--- config.mk ---
export PLATFORM = sky130hd
export DESIGN_NAME = x86_prefetch_flat
export DESIGN_NICKNAME = d
export VERILOG_FILES = /design/src/rtl/x86_defs.sv /design/src/rtl/x86_prefetch_if.sv /design/src/rtl/x86_pfq_fifo.sv /design/src/rtl/x86_prefetch.sv /design/src/flat_wrapper.sv
export SDC_FILE = /design/constraint.sdc
export NUM_CORES = 1
export LEC_CHECK = 0
export ABC_AREA = 1
export BUFFER_PORTS_ARGS = -buffer_cell sky130_fd_sc_hd__buf_4
export CELL_PAD_IN_SITES_DETAIL_PLACEMENT = 0
export CELL_PAD_IN_SITES_GLOBAL_PLACEMENT = 2
export CORE_MARGIN = 5
export CORE_UTILIZATION = 39
export CTS_BUF_LIST = sky130_fd_sc_hd__clkbuf_2 sky130_fd_sc_hd__clkbuf_4 sky130_fd_sc_hd__clkbuf_8
export CTS_CLUSTER_DIAMETER = 30
export CTS_CLUSTER_SIZE = 10
export DETAILED_ROUTE_END_ITERATION = 12
export GPL_TIMING_DRIVEN = 0
export PLACE_DENSITY_LB_ADDON = 0.1
export SLEW_MARGIN = 15
export SYNTH_ARGS = -nofsm -noshare
export SYNTH_HDL_FRONTEND = slang
export SYNTH_SLANG_ARGS = --single-unit
--- constraint.sdc ---
create_clock -name clock -period 4.5 [get_ports clock]
set_clock_uncertainty 0.15 [all_clocks]
set_input_delay 0.45 -clock clock [delete_from_list [all_inputs] [get_ports clock]]
set_output_delay 0.45 -clock clock [all_outputs]
set_load 0.1 [all_outputs]
--- src/rtl/x86_defs.sv ---
// Shared definitions for the x86 front end.
//   ADDR_W       : width of a real-mode linear address (20 bits)
//   RESET_VECTOR : linear address of F000:FFF0, the first fetch after reset
//   lin_addr_t   : linear address type
//   addr_inc     : next linear address, wrapping FFFFF -> 00000
package x86_defs;

    localparam int unsigned ADDR_W = 20;

    typedef logic [ADDR_W-1:0] lin_addr_t;

    localparam lin_addr_t RESET_VECTOR = 20'hFFFF0;

    // Unsigned overflow of the 20-bit type gives the real-mode wrap.
    function automatic lin_addr_t addr_inc(input lin_addr_t a);
        return a + lin_addr_t'(1);
    endfunction

endpackage

--- src/rtl/x86_prefetch_if.sv ---
// Bus bundle between the prefetch queue, code memory and the decoder.
//   address/rd      : registered memory read request (prefetch -> memory)
//   i_data          : memory read data, one edge after the request
//   flush/flush_addr: restart request from the execution unit
//   q_data/q_addr   : head byte and its linear address
//   q_valid/q_count : queue non-empty flag and occupancy
//   q_pop           : decoder consumes the head byte
// master = prefetch queue side, slave = memory/decoder/control side.
interface x86_prefetch_if
    import x86_defs::*;
#(
    parameter int unsigned DEPTH = 8
);
    localparam int unsigned CW = $clog2(DEPTH) + 1;

    lin_addr_t      address;
    logic           rd;
    logic [7:0]     i_data;
    logic           flush;
    lin_addr_t      flush_addr;
    logic [7:0]     q_data;
    lin_addr_t      q_addr;
    logic           q_valid;
    logic           q_pop;
    logic [CW-1:0]  q_count;

    modport master (
        output address, rd, q_data, q_addr, q_valid, q_count,
        input  i_data, flush, flush_addr, q_pop
    );

    modport slave (
        input  address, rd, q_data, q_addr, q_valid, q_count,
        output i_data, flush, flush_addr, q_pop
    );

endinterface

--- src/rtl/x86_pfq_fifo.sv ---
// Byte FIFO backing the prefetch queue.
//   clock, reset : clock, async active-high reset (pointers/count only)
//   en           : cycle enable; nothing changes when low
//   clear        : empty the queue (takes precedence over push/pop)
//   push, wdata  : write a byte at the tail
//   pop          : advance the head; caller guarantees count != 0
//   rdata        : head byte (don't-care when empty)
//   count        : occupancy, 0..DEPTH
module x86_pfq_fifo #(
    parameter int unsigned DEPTH = 8
) (
    input  logic                     clock,
    input  logic                     reset,
    input  logic                     en,
    input  logic                     clear,
    input  logic                     push,
    input  logic [7:0]               wdata,
    input  logic                     pop,
    output logic [7:0]               rdata,
    output logic [$clog2(DEPTH):0]   count
);
    localparam int unsigned PW = $clog2(DEPTH);
    localparam int unsigned CW = PW + 1;

    logic [7:0]    mem [DEPTH];
    logic [PW-1:0] head;
    logic [PW-1:0] tail;

    always_ff @(posedge clock or posedge reset) begin
        if (reset) begin
            head  <= '0;
            tail  <= '0;
            count <= '0;
        end else if (en) begin
            if (clear) begin
                head  <= '0;
                tail  <= '0;
                count <= '0;
            end else begin
                if (push) tail <= tail + PW'(1);
                if (pop)  head <= head + PW'(1);
                count <= count + CW'(push) - CW'(pop);
            end
        end
    end

    always_ff @(posedge clock) begin
        if (en && push && !clear) mem[tail] <= wdata;
    end

    assign rdata = mem[head];

endmodule

--- src/rtl/x86_prefetch.sv ---
// Instruction prefetch queue feeding the opcode/prefix decoder.
//   clock  : system clock
//   reset  : asynchronous active-high reset
//   locked : global cycle enable; all state holds when low
//   bus    : memory request/data, flush control and decoder queue port
// A single outstanding read: rd doubles as the "read in flight" flag, and
// is only raised when the queue has room for the byte returning next edge.
module x86_prefetch
    import x86_defs::*;
#(
    parameter int unsigned DEPTH      = 8,
    parameter lin_addr_t   RESET_ADDR = RESET_VECTOR
) (
    input  logic            clock,
    input  logic            reset,
    input  logic            locked,
    x86_prefetch_if.master  bus
);
    localparam int unsigned CW = $clog2(DEPTH) + 1;

    lin_addr_t     addr_r;
    lin_addr_t     qaddr_r;
    logic          rd_r;
    logic [CW-1:0] count;
    logic          pop_ok;
    logic [CW-1:0] count_after;

    // Pops on an empty queue are dropped here so the FIFO never underflows.
    assign pop_ok      = bus.q_pop && (count != '0);
    assign count_after = count + CW'(rd_r) - CW'(pop_ok);

    always_ff @(posedge clock or posedge reset) begin
        if (reset) begin
            addr_r  <= RESET_ADDR;
            qaddr_r <= RESET_ADDR;
            rd_r    <= 1'b0;
        end else if (locked) begin
            if (bus.flush) begin
                addr_r  <= bus.flush_addr;
                qaddr_r <= bus.flush_addr;
                rd_r    <= 1'b1;
            end else begin
                if (rd_r)   addr_r  <= addr_inc(addr_r);
                if (pop_ok) qaddr_r <= addr_inc(qaddr_r);
                rd_r <= (count_after < CW'(DEPTH));
            end
        end
    end

    x86_pfq_fifo #(.DEPTH(DEPTH)) u_fifo (
        .clock (clock),
        .reset (reset),
        .en    (locked),
        .clear (bus.flush),
        .push  (rd_r && !bus.flush),
        .wdata (bus.i_data),
        .pop   (pop_ok && !bus.flush),
        .rdata (bus.q_data),
        .count (count)
    );

    assign bus.address = addr_r;
    assign bus.rd      = rd_r;
    assign bus.q_addr  = qaddr_r;
    assign bus.q_count = count;
    assign bus.q_valid = (count != '0);

endmodule

--- src/flat_wrapper.sv ---
// flat-port wrapper written by rule: the top's interface ports become plain ports
module x86_prefetch_flat import x86_defs::*;
#(
    parameter int unsigned DEPTH      = 8,
    parameter lin_addr_t   RESET_ADDR = RESET_VECTOR
)
  (clock, reset, locked, bus_address, bus_rd, bus_q_data, bus_q_addr, bus_q_valid, bus_q_count, bus_i_data, bus_flush, bus_flush_addr, bus_q_pop);
  x86_prefetch_if #(.DEPTH(DEPTH)) bus_i ();
  input  logic clock;
  input  logic reset;
  input  logic locked;
  output wire logic [$bits(bus_i.address)-1:0] bus_address;
  output wire logic [$bits(bus_i.rd)-1:0] bus_rd;
  output wire logic [$bits(bus_i.q_data)-1:0] bus_q_data;
  output wire logic [$bits(bus_i.q_addr)-1:0] bus_q_addr;
  output wire logic [$bits(bus_i.q_valid)-1:0] bus_q_valid;
  output wire logic [$bits(bus_i.q_count)-1:0] bus_q_count;
  input wire logic [$bits(bus_i.i_data)-1:0] bus_i_data;
  input wire logic [$bits(bus_i.flush)-1:0] bus_flush;
  input wire logic [$bits(bus_i.flush_addr)-1:0] bus_flush_addr;
  input wire logic [$bits(bus_i.q_pop)-1:0] bus_q_pop;
  assign bus_address = bus_i.address;
  assign bus_rd = bus_i.rd;
  assign bus_q_data = bus_i.q_data;
  assign bus_q_addr = bus_i.q_addr;
  assign bus_q_valid = bus_i.q_valid;
  assign bus_q_count = bus_i.q_count;
  assign bus_i.i_data = bus_i_data;
  assign bus_i.flush = bus_flush;
  assign bus_i.flush_addr = bus_flush_addr;
  assign bus_i.q_pop = bus_q_pop;
  x86_prefetch #(.DEPTH(DEPTH), .RESET_ADDR(RESET_ADDR)) u_core (.clock(clock), .reset(reset), .locked(locked), .bus(bus_i));
endmodule
==> results of run 1 <==
## critical path: cells and delay by family, from the launching register on
kind | cells | cell delay (ns)
buffers and inverters | 3 | 1.28
AND/OR/NAND/NOR | 2 | 0.34
flip-flops | 1 | 0.32
## area by class of cell
cell class	count	area [sq um]
Buffer	25	136
Clock buffer	17	234
Clock inverter	15	194
Fill cell	1498	7830
Inverter	69	262
Multi-Input combinational cell	488	2420
Sequential cell	115	3240
Tap cell	188	235
Timing Repair Buffer	87	656
## registers in the layout (all words and copies together) (netlist names)
signal               count
u_core.u_fifo.tail       3
u_core.u_fifo.mem       64
u_core.bus.address      20
u_core.bus.rd            1
u_core.u_fifo.head       3
u_core.u_fifo.count      4
u_core.bus.q_addr       20
## path summary, 6_finish.rpt
path | endpoint | slack, ns | startpoint
worst max-delay path | bus_q_data[0] | 1.51 | u_core.u_fifo.head[2]$_DFFE_PP0P_
worst min-delay path | u_core.u_fifo.mem[4][3]$_DFFE_PP_ | 0.09 | bus_i_data[3]
worst max register to register | u_core.u_fifo.count[2]$_DFFE_PP0P_ | 2.06 | u_core.u_fifo.count[2]$_DFFE_PP0P_
worst min register to register | u_core.bus.q_addr[19]$_DFFE_PP1P_ | 0.37 | u_core.bus.q_addr[19]$_DFFE_PP1P_
max in group asynchronous | u_core.bus.address[2]$_DFFE_PP0P_ | 3.18 | reset
min in group asynchronous | u_core.u_fifo.tail[0]$_DFFE_PP0P_ | 0.56 | reset
## cells in the final DEF, fill, tap and decap left out, types with 2 or more instances in the layout
master / count
sky130_fd_sc_hd__o32ai_1: 16
sky130_fd_sc_hd__nor2_2: 6
sky130_fd_sc_hd__nand2_1: 146
sky130_fd_sc_hd__nor2_4: 4
sky130_fd_sc_hd__buf_4: 91
sky130_fd_sc_hd__ha_1: 11
sky130_fd_sc_hd__dfrtp_1: 19
sky130_fd_sc_hd__a31oi_1: 9
sky130_fd_sc_hd__a21oi_1: 30
sky130_fd_sc_hd__o21ai_1: 4
sky130_fd_sc_hd__o21ai_0: 40
sky130_fd_sc_hd__edfxtp_1: 64
sky130_fd_sc_hd__nand3_1: 45
sky130_fd_sc_hd__clkinv_1: 2
sky130_fd_sc_hd__dfstp_2: 32
sky130_fd_sc_hd__buf_2: 12
sky130_fd_sc_hd__inv_1: 64
sky130_fd_sc_hd__a22oi_1: 5
sky130_fd_sc_hd__clkbuf_1: 5
sky130_fd_sc_hd__inv_6: 8
sky130_fd_sc_hd__inv_2: 2
sky130_fd_sc_hd__nor2_1: 132
sky130_fd_sc_hd__clkbuf_8: 17
sky130_fd_sc_hd__o22ai_1: 3
sky130_fd_sc_hd__nand4_1: 6
sky130_fd_sc_hd__bufinv_16: 3
sky130_fd_sc_hd__clkinv_4: 2
sky130_fd_sc_hd__o21bai_1: 3
sky130_fd_sc_hd__nand3_2: 2
sky130_fd_sc_hd__nand2_2: 7
sky130_fd_sc_hd__or2_2: 2
sky130_fd_sc_hd__o211ai_1: 2
## report_power, final
| part | internal, uW | switching, uW | total (uW) |
|---|---|---|---|
| Sequential | 1410 | 278 | 1690 |
| Combinational | 721 | 2500 | 3220 |
| Clock | 566 | 500 | 1070 |
## per-layer routing
layer | routed length (um) | GRT usage | vias up | share of wire
met3 | 856 | 0.0417 | 22 | 0.048
met5 | 0 | 0 | - | 0
met4 | 236 | 0.0594 | 0 | 0.013
li1 | - | - | 2559 | -
met1 | 7990 | 0.267 | 2494 | 0.45
met2 | 8600 | 0.333 | 125 | 0.49
## timing repair
item | CTS | global route
setup endpoints to repair | 0 | 0
gates resized for setup | 0 | 0
hold endpoints to repair | 15 | 0
hold buffers | 1 | 0
## metrics by stage
step	instances	cell area, sq um	worst slack, ns	utilization
after detailed placement	971	6940	1.84	0.456
after global placement	971	6930	1.71	0.456
after floorplan	697	6050	1.15	-
after global routing	1004	7370	1.31	0.485
final	1004	7370	1.51	0.485
after CTS	1004	7370	1.43	0.485
## synth_stat cells (3+ instances only)
library cell,number
sky130_fd_sc_hd__clkbuf_1,5
sky130_fd_sc_hd__a21oi_1,30
sky130_fd_sc_hd__nand2_2,7
sky130_fd_sc_hd__o21ai_0,40
sky130_fd_sc_hd__o21ai_1,4
sky130_fd_sc_hd__dfstp_2,32
sky130_fd_sc_hd__buf_2,12
sky130_fd_sc_hd__ha_1,11
sky130_fd_sc_hd__nand3_1,45
sky130_fd_sc_hd__nand4_1,6
sky130_fd_sc_hd__buf_4,5
sky130_fd_sc_hd__nand2_1,146
sky130_fd_sc_hd__nor2_1,132
sky130_fd_sc_hd__a31oi_1,9
sky130_fd_sc_hd__nor2_4,4
sky130_fd_sc_hd__o32ai_1,16
sky130_fd_sc_hd__dfrtp_1,19
sky130_fd_sc_hd__nor2_2,6
sky130_fd_sc_hd__inv_1,65
sky130_fd_sc_hd__o21bai_1,3
sky130_fd_sc_hd__a22oi_1,5
sky130_fd_sc_hd__o22ai_1,3
sky130_fd_sc_hd__edfxtp_1,64
## cell families (layout without fill, tap and decap cells)
family / count (synthesis) / count (layout) / synth area share
AO/OA/AOI/OAI: 119 / 119 / 0.122
XOR/XNOR: 2 / 2 / 0.00289
adder cells (fa/ha/maj): 12 / 12 / 0.0260
buffers and inverters: 94 / 213 / 0.0653
flip-flops: 115 / 115 / 0.535
AND/OR/NAND/NOR: 355 / 355 / 0.249
==> impl_metrics.yaml, run 1 <==
placed_design:
  placement.io_buffers: 86
  dpl.hpwl_mm: 12.5
  gp_congestion: 0.788
die:
  number_of_cell_rows: 45
  start_util: 0.398
  core-area_sq_mm: 0.0152
  pin_count: 87
  floorplan.die_area_sq_mm: 0.0181
  die_y_um: 135
  die_w_um: 135
logic_synthesis:
  synth.avg_cell_area_sq_um: 8.68
  post_synth_main_area_contributors: "sky130_fd_sc_hd__edfxtp_1 32%, sky130_fd_sc_hd__dfstp_2 14%, sky130_fd_sc_hd__nand2_1 9.1%"
  synth_top_flop_cell: "sky130_fd_sc_hd__edfxtp_1"
  ys_seq_elements: 115
  yosys_warnings: 0
  synthDistinctLibCells: 46
  synth.net_count: 742
  postSynth.asyncResetShare: 0.443
  mappedNetlistArea_sq_mm: 0.00605
  synth_top_area_frac: 0.318
  postSynthCellCount: 697
  post-synth-top-area-cell: "sky130_fd_sc_hd__edfxtp_1"
  synth_enable_flop_cells: 64
  yosysSeqAreaShare: 0.535
critical_path:
  crit_type: "reg -> out"
  startpoint_types: "flop"
  timing.critical_path.slowest_cell_delay_ns: 0.55
  timing.reg2reg.worst_path_depth: 11
  slowest_cell_on_crit_path: "sky130_fd_sc_hd__clkinv_1"
  critical_path.most_common_cell: "sky130_fd_sc_hd__nand2_1"
  critical_path.endpoint_type: "primary output"
  worst-endpoint-arrival_ns: 2.39
  path_max_fanout: 10
  critical_path_required_ns: 3.90
  crit_chain: "clkbuf_1 -> clkinv_1 -> nand2_1 -> nand2_1 -> buf_4"
power_and_ir_drop:
  cell_pwr_density_mw_per_mm2: 811
  cellLeakagePower_uw: 0.00323
  vdd_ir_drop_max_mv: 0.448
  report.power.total_uw: 5980
clock_tree:
  clkSlewWorstSetupHoldPaths_ns: 0.07
  postCtsSetupRepairBufs: 0
  cts-root-to-sink-buffers: 2
  numClockSinks: 115
  htree_num_levels: 4
  clkLatencyLatePin_ns: 0.45
  cts_tree: "built"
  cts_inserted_buffers: 17
  cts_root_buf: "sky130_fd_sc_hd__clkbuf_8"
global_route:
  overflow: 0
  grtUsageTotal: 0.201
  grt_pass1_wl_mm: 27.9
  grt_max_degree: 52
  number_of_antenna_violations_at_the_first_check_in_global_routing: 0
  grt_pass1_vias: 5078
timing:
  slew_violations: 0
  max_freq_mhz: 335
  min_period_ns: 2.99
  grt_setup_unrepaired: "false"
  tightestPinTransition_ns: 1.08
  timing.max_slew.rel_slack: 0.276
  setup_tns_ns: 0
  setup-violations-final: 0
  whs_ns: 0.0858
  layout_worst_path_cycle_share: 0.664
  hold_viol: 0
cells_and_area:
  post_route_cells_drive_above_1_share: 0.243
  nNetsFinal: 848
  antenna-diode-count: 0
  area.growth.synth_to_final_pct: 21.8
hold_path:
  worstHoldPathType: "in -> reg"
  hold_depth: 1
routing:
  detailedRoute.firstPassIterationCount: 5
  route.vias.total: 5200
  antenna_violating_nets_post_route: 0
  first_drt_iteration_drcs: 265
  drc_errors: 0
  drt-total-wl_mm: 17.7
  route.detailed.wl_per_inst_um: 17.6
  detail_route.vias_per_cell: 5.18
job:
  max-cap-violations: 0
outcome:
  status: "finished, final reports clean"
(Power assumes the default switching activity.)
==> inputs of run 2 (changes only) <==
--- a/config.mk
+++ b/config.mk
@@ -10,7 +10,7 @@
 export CELL_PAD_IN_SITES_DETAIL_PLACEMENT = 0
 export CELL_PAD_IN_SITES_GLOBAL_PLACEMENT = 2
 export CORE_MARGIN = 5
-export CORE_UTILIZATION = 39
+export CORE_UTILIZATION = 32
 export CTS_BUF_LIST = sky130_fd_sc_hd__clkbuf_2 sky130_fd_sc_hd__clkbuf_4 sky130_fd_sc_hd__clkbuf_8
 export CTS_CLUSTER_DIAMETER = 30
 export CTS_CLUSTER_SIZE = 10
==> constraint.sdc (replaced) <==
create_clock -name clock -period 2.5 [get_ports clock]
set_clock_uncertainty 0.15 [all_clocks]
set_input_delay 0.25 -clock clock [delete_from_list [all_inputs] [get_ports clock]]
set_output_delay 0.25 -clock clock [all_outputs]
set_load 0.1 [all_outputs]
==> run 2 against run 1 <==
Compared with the run above:
- clock-buffer cell count unchanged
- power increased by 82%
- cell count is 6.0% higher
- first-iteration DRC count down 10%
- worst hold slack got worse by 0.055 ns
- sequential cell count unchanged
- non-clock buffer count increased by 14
- design area is 4.5% higher
- sequential power up 83%
- worst setup slack worse by 1.4 ns
- critical path type unchanged
- critical endpoint is now bus_q_data[7]
- highest routed layer unchanged
==> impl_metrics.yaml, run 2 (synthesis results as in run 1) <==
routing:
  route.vias.total: 5188
  detailedRoute.firstPassIterationCount: 4
  met3WireLength_um: 734
  antenna_violating_nets_post_route: 0
  highest_layer: "met4"
  drt-total-wl_mm: 18.7
  detail_route.vias_per_cell: 4.88
  first_drt_iteration_drcs: 238
  met1_length_mm: 8.66
  route.detailed.wl_per_inst_um: 17.6
  met2RoutedLength_mm: 9.06
  drc_errors: 0
power_and_ir_drop:
  p_sw_uw: 6000
  combinational_group_share_of_total_power: 0.560
  seq_power_share: 0.284
  vdd_ir_drop_max_mv: 0.862
  cellInternalPower_uw: 4870
  swShare: 0.552
  cellLeakagePower_uw: 0.00332
  cell_pwr_density_mw_per_mm2: 1410
  clock_power_share: 0.156
cells_and_area:
  post_route_cells_drive_above_1_share: 0.266
  non_filler_cell_area_final_sq_mm: 0.00770
  largest_reg_flops: 64
  final_core_utilization: 0.413
  nNetsFinal: 862
  area.growth.synth_to_final_pct: 27.3
  final_cell_mix: "145 x sky130_fd_sc_hd__nand2_1, 131 x sky130_fd_sc_hd__nor2_1, 85 x sky130_fd_sc_hd__buf_4"
  antenna-diode-count: 0
  layout_commonest_cell: "sky130_fd_sc_hd__nand2_1"
  largest-register: "u_core.u_fifo.mem"
timing:
  slew_violations: 0
  timing.max_slew.rel_slack: 0.314
  min_period_ns: 2.36
  setup-violations-final: 0
  layout_worst_path_cycle_share: 0.946
  tightestPinTransition_ns: 1.03
  grt_setup_unrepaired: "false"
  hold_viol: 0
  max_freq_mhz: 423
die:
  die_w_um: 148
  pin_count: 87
  number_of_cell_rows: 50
  core-area_sq_mm: 0.0186
  floorplan.die_area_sq_mm: 0.0218
  start_util: 0.325
  die_y_um: 148
critical_path:
  path_max_fanout: 10
  crit_type: "reg -> out"
  timing.reg2reg.worst_path_depth: 4
  timing.critical_path.slowest_cell_delay_ns: 0.47
  worst-endpoint-arrival_ns: 1.96
  crit_family: "buffers and inverters"
  critical_path.endpoint_type: "primary output"
  setup.reg_to_reg.worst_slack_ns: 0.16
  reg2reg_to: "u_core.u_fifo.mem[4][6]$_DFFE_PP_"
  crit_chain: "clkbuf_2 -> o32ai_1 -> nand2_1 -> nand2_1 -> buf_4"
  critical_path.most_common_cell: "sky130_fd_sc_hd__nand2_1"
  slowest_cell_on_crit_path: "sky130_fd_sc_hd__dfrtp_2"
  critical_path_required_ns: 2.10
  startpoint_types: "flop"
  worst_r2r_startpoint: "u_core.bus.rd$_DFFE_PP0P_"
  worst-path-buf-inv: 2
clock_tree:
  htree_num_levels: 4
  cts_root_buf: "sky130_fd_sc_hd__clkbuf_8"
  clkLatencyLatePin_ns: 0.44
  cts-root-to-sink-buffers: 2
  postCtsSetupRepairBufs: 0
  clkSlewWorstSetupHoldPaths_ns: 0.08
  cts_inserted_buffers: 17
  cts_tree: "built"
  numClockSinks: 115
global_route:
  grt_max_degree: 52
  grt_pass1_wl_mm: 29.2
  grt_pass1_vias: 5241
  number_of_antenna_violations_at_the_first_check_in_global_routing: 0
  grtUsageTotal: 0.175
  overflow: 0
hold_path:
  hold_start: "bus_flush_addr[13]"
  hold_depth: 5
  worstHoldPathType: "in -> reg"
  hold_path_end: "u_core.bus.q_addr[13]$_DFFE_PP1P_"
placed_design:
  dpl.hpwl_mm: 13.3
  placement.io_buffers: 86
  gp_congestion: 0.783
  instance_area_after_placement_sq_mm: 0.00705
outcome:
  status: "finished, final reports clean"
job:
  max-cap-violations: 0
[run 2: cell count changes in the layout (fill, tap and decap cells not counted), sizes merged]
cell         change
dlygate4sd3     +16
clkinvlp         +1
inv              -3
clkinv           +4
bufinv           -2
clkbuf           -2
[run 2: worst max path at each step]
stage | startpoint | end | slack, ns | depth (start not counted)
2_1_floorplan | u_core.u_fifo.count[3]$_DFFE_PP0P_ | u_core.u_fifo.count[1]$_DFFE_PP0P_ | -0.23 | 11
3_3_place_gp | reset | u_core.u_fifo.count[3]$_DFFE_PP0P_ | -0.47 | 2
3_5_place_dp | locked | u_core.u_fifo.mem[5][6]$_DFFE_PP_ | -0.03 | 6
4_1_cts | u_core.u_fifo.head[0]$_DFFE_PP0P_ | bus_q_data[1] | 0.02 | 8
5_1_grt | u_core.bus.rd$_DFFE_PP0P_ | u_core.u_fifo.mem[7][6]$_DFFE_PP_ | 0.01 | 4
6_report | u_core.u_fifo.head[1]$_DFFE_PP0P_ | bus_q_data[7] | 0.14 | 5
[run 2: cell type report]
cell class / count / area (sq um)
Fill cell: 1884 / 10900
Sequential cell: 115 / 3250
Multi-Input combinational cell: 488 / 2470
Timing Repair Buffer: 103 / 872
Tap cell: 234 / 293
Inverter: 69 / 273
Clock buffer: 17 / 234
Buffer: 23 / 160
Clock inverter: 15 / 149
[run 2: worst register-to-register path: cells and delay by family, from the launching register on]
kind                   cells  cell delay [ns]
buffers and inverters      1             0.12
AND/OR/NAND/NOR            3             1.25
flip-flops                 1             0.45
[run 2: power groups by stage]
stage | clock, uW | combinational, uW | sequential (uW)
after CTS | 1740 | 6070 | 3080
after floorplan | 0 | 2460 | 5230
after global routing | 1830 | 6480 | 3170
after global placement | 0 | 5920 | 3100
final | 1700 | 6090 | 3090
after detailed placement | 0 | 5940 | 3110
[run 2: layer usage]
layer | vias up | global-route usage
li1 | 2583 | -
met1 | 2484 | 0.227
met2 | 103 | 0.297
met3 | 18 | 0.0365
met4 | 0 | 0.0499
met5 | - | 0
[run 2: metrics by stage]
stage | hold slack [ns] | instances | setup TNS, ns | power [uW] | setup WS [ns]
floorplan | 0.199 | 697 | -0.534 | 7690 | -0.230
global placement | 0.330 | 1017 | -3.72 | 9010 | -0.465
detailed placement | 0.297 | 1017 | -0.402 | 9050 | -0.0336
CTS | 0.00301 | 1065 | 0 | 10900 | 0.0208
global route | 0.0146 | 1064 | 0 | 11500 | 0.0102
finish | 0.0312 | 1064 | 0 | 10900 | 0.135
[run 2: what timing repair did]
item | CTS | global route
endpoints found under the hold margin | 95 | 0
hold buffers | 17 | 0
setup endpoints to repair | 8 | 16
resized for setup | 21 | 18
==> inputs of run 3 (changes only) <==
--- a/config.mk
+++ b/config.mk
@@ -17,6 +17,7 @@
 export DETAILED_ROUTE_END_ITERATION = 12
 export GPL_TIMING_DRIVEN = 0
 export PLACE_DENSITY_LB_ADDON = 0.1
+export SETUP_SLACK_MARGIN = 0.3
 export SLEW_MARGIN = 15
 export SYNTH_ARGS = -nofsm -noshare
 export SYNTH_HDL_FRONTEND = slang
==> run 3 against run 2 <==
Compared with the run above:
- critical path depth is 3 higher
- sequential power about the same
- core utilization grew 2.1 points
- cell count grew 1.5%
- largest power group unchanged
==> impl_metrics.yaml, run 3 (synthesis results as in run 1) <==
job:
  max-cap-violations: 0
routing:
  detailedRoute.firstPassIterationCount: 6
  drc_errors: 0
  first_drt_iteration_drcs: 305
  antenna_violating_nets_post_route: 0
  detail_route.vias_per_cell: 5.02
  drt-total-wl_mm: 19.1
  route.vias.total: 5421
  route.detailed.wl_per_inst_um: 17.7
critical_path:
  worst_r2r_startpoint: "u_core.u_fifo.count[3]$_DFFE_PP0P_"
  crit_path_start: "u_core.u_fifo.head[0]$_DFFE_PP0P_"
  reg2reg_to: "u_core.u_fifo.count[1]$_DFFE_PP0P_"
  critical_path_required_ns: 2.10
  critPathCapture: "bus_q_data[4]"
  crit_type: "reg -> out"
  startpoint_types: "flop"
  timing.reg2reg.worst_path_depth: 11
  setup.reg_to_reg.worst_slack_ns: 0.28
  path_max_fanout: 7
  worst-endpoint-arrival_ns: 1.90
  critical_path.endpoint_type: "primary output"
cells_and_area:
  antenna-diode-count: 0
  area.growth.synth_to_final_pct: 33.8
  final-instance-count-excl-fill: 1080
  final_core_utilization: 0.434
  non_filler_cell_area_final_sq_mm: 0.00810
  largest_reg_flops: 64
  final_cell_mix: "140 x sky130_fd_sc_hd__nand2_1, 121 x sky130_fd_sc_hd__nor2_1, 96 x sky130_fd_sc_hd__buf_4"
  layout_commonest_cell: "sky130_fd_sc_hd__nand2_1"
  post_route_cells_drive_above_1_share: 0.318
  nNetsFinal: 878
  largest-register: "u_core.u_fifo.mem"
global_route:
  grt_max_degree: 52
  grtUsageTotal: 0.176
  number_of_antenna_violations_at_the_first_check_in_global_routing: 0
  overflow: 0
  grt_pass1_vias: 5249
  grt_pass1_wl_mm: 29.5
timing:
  setup-violations-final: 0
  hold_viol: 0
  max_freq_mhz: 435
  grt_setup_unrepaired: "true"
  fin_ws_ns: 0.201
  min_period_ns: 2.30
  layout_worst_path_cycle_share: 0.919
  tightestPinTransition_ns: 0.745
  slew_violations: 0
  timing.max_slew.rel_slack: 0.503
hold_path:
  worstHoldPathType: "in -> reg"
  hold_start: "bus_flush_addr[6]"
clock_tree:
  cts_tree: "built"
  clkSlewWorstSetupHoldPaths_ns: 0.08
  cts_inserted_buffers: 17
  clkLatencyLatePin_ns: 0.44
  cts-root-to-sink-buffers: 2
  htree_num_levels: 4
  numClockSinks: 115
  cts_root_buf: "sky130_fd_sc_hd__clkbuf_8"
die:
  die_y_um: 148
  floorplan.die_area_sq_mm: 0.0218
  start_util: 0.325
  number_of_cell_rows: 50
  pin_count: 87
  core-area_sq_mm: 0.0186
  die_w_um: 148
placed_design:
  gp_congestion: 0.775
  place_ws_ns: 0.00638
  placement.io_buffers: 86
  instance_area_after_placement_sq_mm: 0.00706
  dpl.hpwl_mm: 13.3
  place_inst: 1017
power_and_ir_drop:
  cell_pwr_density_mw_per_mm2: 1410
  report.power.total_uw: 11400
  vdd_ir_drop_max_mv: 0.655
  cellLeakagePower_uw: 0.00345
outcome:
  status: "finished, final reports clean"
## run 3: metrics by stage
step	hold WS, ns	setup TNS [ns]
2_1_floorplan	0.199	-0.491
3_3_place_gp	0.331	-5.24
3_5_place_dp	0.290	0
4_1_cts	0.00383	0
5_1_grt	0.00189	0
6_report	0.0247	0
## run 3: layout make-up
class,instances,area (sq um)
Clock inverter,15,145
Buffer,25,214
Timing Repair Buffer,117,1040
Fill cell,1854,10500
Multi-Input combinational cell,488,2630
Inverter,69,285
Sequential cell,115,3260
Tap cell,234,293
Clock buffer,17,234
## run 3: layer usage
layer  part of all wire  vias to the layer above  global-route usage
li1                   -                     2614                   -
met1               0.45                     2628               0.234
met2               0.49                      157               0.291
met3              0.048                       22              0.0328
met4              0.016                        0              0.0587
met5                  0                        -                   0
## run 3: worst max-delay path, stage by stage (launching register included)
cell	delay (ns)
sky130_fd_sc_hd__dfrtp_1	0.41
sky130_fd_sc_hd__buf_8	0.15
sky130_fd_sc_hd__clkinv_8	0.08
sky130_fd_sc_hd__buf_8	0.12
sky130_fd_sc_hd__nor2_4	0.03
sky130_fd_sc_hd__o32ai_2	0.22
sky130_fd_sc_hd__nand2_1	0.14
sky130_fd_sc_hd__nand2_2	0.11
sky130_fd_sc_hd__buf_12	0.17
## run 3: repair_timing
item	4_1_cts	5_1_grt
gates cloned	1	0
buffers inserted	6	6
pin swaps	6	16
setup endpoints to repair	43	44
hold buffers	18	0
hold endpoints to repair	96	0
gates resized for setup	65	36
## run 3: worst min path at each step
stage	end	cells after the start
floorplan	u_core.u_fifo.mem[0][0]$_DFFE_PP_	0
global placement	u_core.u_fifo.mem[7][3]$_DFFE_PP_	1
detailed placement	u_core.bus.q_addr[0]$_DFFE_PP0P_	2
CTS	u_core.bus.address[6]$_DFFE_PP1P_	3
global route	u_core.bus.address[6]$_DFFE_PP1P_	3
finish	u_core.bus.address[6]$_DFFE_PP1P_	3
## run 3: power breakdown
part | switching [uW] | internal (uW)
Clock | 869 | 809
Sequential | 525 | 2560
Combinational | 4780 | 1910
